===== src/rtl/mac_result_drain.sv =====
// mac_result_drain
// ----------------
// Output stage behind the bit-serial matrix MAC. It captures one M x N tile of
// 32-bit signed accumulator results, then streams the elements out in row-major
// order. Each element is arithmetic-right-shifted by the captured shift amount
// and saturated to OUT_WIDTH signed bits.
//
// Optional feature macro: MAC_RESULT_ROUNDING_EN
//   defined   : round half toward +inf (adds 2^(s-1) before the shift)
//   undefined : floor / pure truncation, no rounding adder
//
// Handshake semantics (both sides): a transfer happens on the rising clk_i edge
// where valid and ready are both high. Once valid_out is high, data_out, idx_m,
// idx_n and last_out hold until a transfer happens.
//
// Ports
//   clk_i        clock, rising edge
//   rst_i        synchronous reset, active-high
//   valid_in     MAC tile valid
//   ready_in     tile accepted on valid_in & ready_in
//   D_in         M*N*32 flat tile; element (m,n) at bits [(m*N+n)*32 +: 32]
//   shift_i      right-shift amount, sampled with the tile
//   valid_out    element valid
//   ready_out    downstream ready
//   data_out     requantized signed element
//   idx_m/idx_n  row/column of data_out
//   last_out     high with the final element of a tile
//   state_dbg_o  FSM state (0 = IDLE, 1 = DRAIN)
module mac_result_drain #(
  parameter int M         = 2,
  parameter int N         = 2,
  parameter int OUT_WIDTH = 8
) (
  input  logic                                clk_i,
  input  logic                                rst_i,
  input  logic                                valid_in,
  output logic                                ready_in,
  input  logic [M*N*32-1:0]                   D_in,
  input  logic [4:0]                          shift_i,
  output logic                                valid_out,
  input  logic                                ready_out,
  output logic [OUT_WIDTH-1:0]                data_out,
  output logic [((M > 1) ? $clog2(M) : 1)-1:0] idx_m,
  output logic [((N > 1) ? $clog2(N) : 1)-1:0] idx_n,
  output logic                                last_out,
  output logic                                state_dbg_o
);

  localparam int IW_M = (M > 1) ? $clog2(M) : 1;
  localparam int IW_N = (N > 1) ? $clog2(N) : 1;
  localparam logic signed [32:0] MAX_V = (33'sd1 <<< (OUT_WIDTH - 1)) - 33'sd1;
  localparam logic signed [32:0] MIN_V = -(33'sd1 <<< (OUT_WIDTH - 1));

  typedef enum logic {
    IDLE  = 1'b0,
    DRAIN = 1'b1
  } state_e;

  state_e            state_q;
  logic [M*N*32-1:0] buf_q;
  logic [4:0]        shift_q;
  logic [IW_M-1:0]   idx_m_q, idx_m_d;
  logic [IW_N-1:0]   idx_n_q, idx_n_d;

  logic at_last_n, at_last_m;
  logic take_w, xfer_w;

  assign at_last_n   = (idx_n_q == IW_N'(N - 1));
  assign at_last_m   = (idx_m_q == IW_M'(M - 1));
  assign valid_out   = (state_q == DRAIN);
  assign last_out    = valid_out & at_last_n & at_last_m;
  // During DRAIN the next tile may only be taken in the final handshake cycle,
  // which keeps tiles back-to-back without ever looking at valid_in.
  assign ready_in    = (state_q == IDLE) | (last_out & ready_out);
  assign take_w      = valid_in & ready_in;
  assign xfer_w      = valid_out & ready_out;
  assign idx_m       = idx_m_q;
  assign idx_n       = idx_n_q;
  assign state_dbg_o = state_q;

  // Row-major index advance.
  always_comb begin
    idx_n_d = idx_n_q + IW_N'(1);
    idx_m_d = idx_m_q;
    if (at_last_n) begin
      idx_n_d = '0;
      idx_m_d = idx_m_q + IW_M'(1);
    end
  end

  always_ff @(posedge clk_i) begin
    if (rst_i) begin
      state_q <= IDLE;
      buf_q   <= '0;
      shift_q <= '0;
      idx_m_q <= '0;
      idx_n_q <= '0;
    end else if (take_w) begin
      // Covers both the IDLE capture and the capture on the last handshake.
      state_q <= DRAIN;
      buf_q   <= D_in;
      shift_q <= shift_i;
      idx_m_q <= '0;
      idx_n_q <= '0;
    end else if (xfer_w) begin
      if (last_out) begin
        state_q <= IDLE;
        idx_m_q <= '0;
        idx_n_q <= '0;
      end else begin
        idx_m_q <= idx_m_d;
        idx_n_q <= idx_n_d;
      end
    end
  end

  // Requantization of the currently selected element. 33-bit signed keeps the
  // rounding addition free of overflow.
  logic [31:0]        elem_w;
  logic signed [32:0] x_ext, sum_w, y_w;
`ifdef MAC_RESULT_ROUNDING_EN
  logic signed [32:0] rnd_w;
`endif

  always_comb begin
    elem_w = buf_q[(int'(idx_m_q) * N + int'(idx_n_q)) * 32 +: 32];
    x_ext  = signed'({elem_w[31], elem_w});
`ifdef MAC_RESULT_ROUNDING_EN
    rnd_w  = (shift_q != 5'd0) ? (33'sd1 <<< (shift_q - 5'd1)) : 33'sd0;
    sum_w  = x_ext + rnd_w;
`else
    sum_w  = x_ext;
`endif
    y_w    = sum_w >>> shift_q;
    if (y_w > MAX_V) begin
      data_out = MAX_V[OUT_WIDTH-1:0];
    end else if (y_w < MIN_V) begin
      data_out = MIN_V[OUT_WIDTH-1:0];
    end else begin
      data_out = y_w[OUT_WIDTH-1:0];
    end
  end

endmodule


===== config.mk =====
export PLATFORM = sky130hd
export DESIGN_NAME = mac_result_drain
export DESIGN_NICKNAME = d
export VERILOG_FILES = /design/src/rtl/mac_result_drain.sv
export SDC_FILE = /design/constraint.sdc
export NUM_CORES = 1
export LEC_CHECK = 0
export ABC_AREA = 1
export CAP_MARGIN = 20
export CELL_PAD_IN_SITES_DETAIL_PLACEMENT = 0
export CELL_PAD_IN_SITES_GLOBAL_PLACEMENT = 1
export CORE_UTILIZATION = 25
export CTS_CLUSTER_DIAMETER = 120
export DETAILED_ROUTE_END_ITERATION = 16
export DONT_BUFFER_PORTS = 1
export PLACE_DENSITY = 0.62
export SLEW_MARGIN = 25
export SYNTH_ARGS = -nofsm -noshare
export SYNTH_HDL_FRONTEND = slang
export SYNTH_SLANG_ARGS = --single-unit
export TNS_END_PERCENT = 1

===== constraint.sdc =====
create_clock -name clk_i -period 2.4 [get_ports clk_i]
set_input_delay 0.36 -clock clk_i [delete_from_list [all_inputs] [get_ports clk_i]]
set_output_delay 0.36 -clock clk_i [all_outputs]
set_load 0.02 [all_outputs]

==> impl_metrics.env <==
export IMPL_status="finished, violations left"
export IMPL_violations="setup timing"
export IMPL_layout_setup_ws_ps=-704
export IMPL_fp_dieW_um=177
export IMPL_yosysTopAreaCell="dfxtp_1"
export IMPL_root_buffer="clkbuf_16"
export IMPL_min_delay_start="rst_i"
export IMPL_synth_seq_cells=136
export IMPL_final_max_slew_viol_count=0
export IMPL_cts_tree="built"
export IMPL_seq_area_frac_synth=0.356
export IMPL_cp_start_kind="register"
export IMPL_setup_violations=7
export IMPL_whs_ps=22.1
export IMPL_die_h_um=177
export IMPL_dieArea_um2=31300
export IMPL_timing_rr_start="idx_n"
export IMPL_end_kind="primary output"
export IMPL_hold_violations=0
export IMPL_arrival_ps=2740
export IMPL_route_detailed_drc=0
export IMPL_cts_sinks=136
export IMPL_clock_path_buffers=2
export IMPL_first_pass_iters=7
export IMPL_initial_core_util=0.256
export IMPL_finalCritPeriodShare=1.29
export IMPL_dp_hpwl_um=19900
export IMPL_r2r_slack_ps=330
export IMPL_place_inst=1615
export IMPL_vias=7925
export IMPL_crit_chain="buf_12 > buf_16 > nand2_1 > nand3_1 > nand3_1 > nand3_1 > nand3_1 > nand2_1 > nand2_1 > nand3_1 > nand2_2 > nor2_1 > nand3_1 > nor2_1 > nand2_2 > nand2_4 > nand2_2 > nand2_8"
export IMPL_yosysTopAreaCellShare=0.356
export IMPL_gp_congestion=0.865
export IMPL_ir_drop_mv=0.473
export IMPL_postPlaceCellArea_um2=8340
export IMPL_routed_wl_um=27900
export IMPL_synthTopCellsByArea="dfxtp_1 (36%), nand2_1 (28%), nand3_1 (12%)"
export IMPL_cts_buffers_inserted=17
export IMPL_grt_setup_unrepaired="yes"
export IMPL_wl_per_cell_um=16.9
export IMPL_crit_path_end="data_out[6]"
export IMPL_cp_max_fo=9
export IMPL_synth_cells=1248
export IMPL_min_path_type="primary input to register"
export IMPL_synth_cell_type_count=33
export IMPL_antenna_found_initial=0
export IMPL_clock_latency_ps=430
export IMPL_coreArea_um2=29900
export IMPL_worstSetupPathType="register to primary output"
export IMPL_nNetsFinal=1391
export IMPL_grt_pass1_vias=7728
export IMPL_reg2reg_to="buf_q[119]"
export IMPL_layout_drive_gt1_share=0.175
export IMPL_syn_nets=1385
export IMPL_drt_iter0_drc=473
export IMPL_slew_limit_headroom=0.659
export IMPL_grt_ovfl_total=0
export IMPL_finalCriticalPeriod_ps=3100
export IMPL_htreeDepth=4
export IMPL_slowest_delay_ps=420
export IMPL_area_delta_synth_final_pct=25.1
export IMPL_max_freq_mhz=322
export IMPL_ys_warn_count=0
export IMPL_cp_slowest_cell="dfxtp_4"
export IMPL_fin_cells=1655
export IMPL_clk_pin_slew_worst_paths_ps=60
export IMPL_power_density_nw_per_um2=689
export IMPL_grt_max_degree=111
export IMPL_num_rows=63
export IMPL_final_core_util=0.320
export IMPL_crit_top_cell="nand3_1"
export IMPL_io_pins=151
export IMPL_power_leakage_nw=3.87
export IMPL_worst_slew_pin_transition_ps=512
export IMPL_grt_use_total=0.183
export IMPL_fin_total_pwr_mw=6.59
export IMPL_maxCapViolations=0
export IMPL_required_ps=2040
export IMPL_portBuffers=0
export IMPL_crit_start="idx_n"
export IMPL_vias_per_cell=4.79
export IMPL_fin_skew_ps=11.1
export IMPL_avgSynthCellArea_um2=6.13
export IMPL_drtAntennaViolNets=0
export IMPL_grt_pass1_wl_um=43600
export IMPL_netlist_area_um2=7640
export IMPL_reg2reg_depth=11
export IMPL_final_area_um2=9570
[timing repair]
item,in CTS,in global routing
hold endpoints to repair,110,0
setup endpoints to repair,7,7
setup buffers,0,4
hold buffers,2,0
gates cloned,2,2
resized for setup,39,77
pin swaps,4,26
[how the worst min path moves through the flow]
| stage | depth (start not counted) | endpoint |
|---|---|---|
| 3_3_place_gp | 1 | buf_q[71] |
| 4_1_cts | 1 | idx_n |
| 2_1_floorplan | 2 | buf_q[64] |
| 5_1_grt | 1 | idx_n |
| 3_5_place_dp | 1 | buf_q[72] |
| 6_report | 1 | idx_n |
[state kept, by name, indices dropped and copies added (netlist names)]
| register | count |
|---|---|
| buf_q | 128 |
| idx_m | 1 |
| idx_n | 1 |
| shift_q | 5 |
| state_dbg_o | 1 |
[per-stage QoR]
| step | worst slack, ps | TNS, ps |
|---|---|---|
| floorplan | -7.31 | -42.6 |
| global placement | -435 | -2970 |
| detailed placement | -442 | -3020 |
| CTS | -758 | -5250 |
| global route | -916 | -6400 |
| finish | -704 | -4840 |
[power breakdown]
part	internal, mW	switching [mW]
combinational	0.558	0.971
sequential	2.40	0.0833
clock	1.62	0.957
total	4.58	2.01
[worst max-delay path, delay by kind of cell (launching register included)]
family | cells | cell delay [ps]
AND/OR/NAND/NOR | 16 | 1570
flip-flops | 1 | 420
buffers and inverters | 2 | 300
[logic make-up after synthesis]
group / after synthesis / synth area share
simple gates: 819 / 0.444
compound gates: 181 / 0.126
flops: 136 / 0.356
buf+inv: 112 / 0.0741
[cell usage after synthesis]
master,count
nand2_1,580
nand3_1,188
a21oi_1,141
dfxtp_1,136
clkbuf_1,40
buf_2,32
nor2_1,31
o21ai_0,16
buf_6,10
inv_1,10
a211oi_1,6
inv_2,6
nand4_1,6
buf_1,5
buf_4,5
nand3_2,5
a31oi_1,4
nand2_2,4
o21ai_1,3
a21oi_2,2
a32o_1,2
clkinv_1,2
nand2_4,2
o21ai_2,2
o22ai_1,2
a22oi_1,1
and2_1,1
buf_8,1
clkbuf_2,1
nor2_4,1
nor4_1,1
o211ai_1,1
o311ai_0,1
[metal layers]
layer / wire length, µm / global-route usage
met3: 1280 / 0.0374
met1: 12600 / 0.233
met2: 13600 / 0.304
met4: 466 / 0.0621
met5: 0 / 0
[area by class of cell]
class | count | area [µm²]
Inverter | 18 | 75.1
Clock inverter | 3 | 65.1
Antenna cell | 1 | 2.50
Fill cell | 3358 | 20300
Timing Repair Buffer | 81 | 922
Clock buffer | 26 | 499
Tap cell | 390 | 488
Sequential cell | 136 | 2730
Multi-Input combinational cell | 1000 | 4790
[cells in the final DEF, fill, tap and decap left out, types with 2 or more instances in the layout]
| cell | instances |
|---|---|
| nand2_1 | 547 |
| a21oi_1 | 139 |
| nand3_1 | 137 |
| dfxtp_1 | 134 |
| buf_4 | 56 |
| nand3_2 | 55 |
| nor2_1 | 30 |
| nand2_2 | 29 |
| clkbuf_16 | 19 |
| buf_12 | 14 |
| o21ai_0 | 13 |
| inv_1 | 10 |
| nand2_4 | 8 |
| nand4_1 | 6 |
| a211oi_1 | 6 |
| o21ai_2 | 5 |
| clkbuf_1 | 5 |
| buf_6 | 5 |
| inv_2 | 4 |
| a21oi_2 | 4 |
| a31oi_1 | 4 |
| clkbuf_8 | 4 |
| o21ai_1 | 3 |
| buf_16 | 3 |
| clkinv_1 | 2 |
| nand2_8 | 2 |
| o22ai_1 | 2 |
| a32o_1 | 2 |
| bufinv_16 | 2 |
No activity file was read; power rests on OpenSTA's default activity.
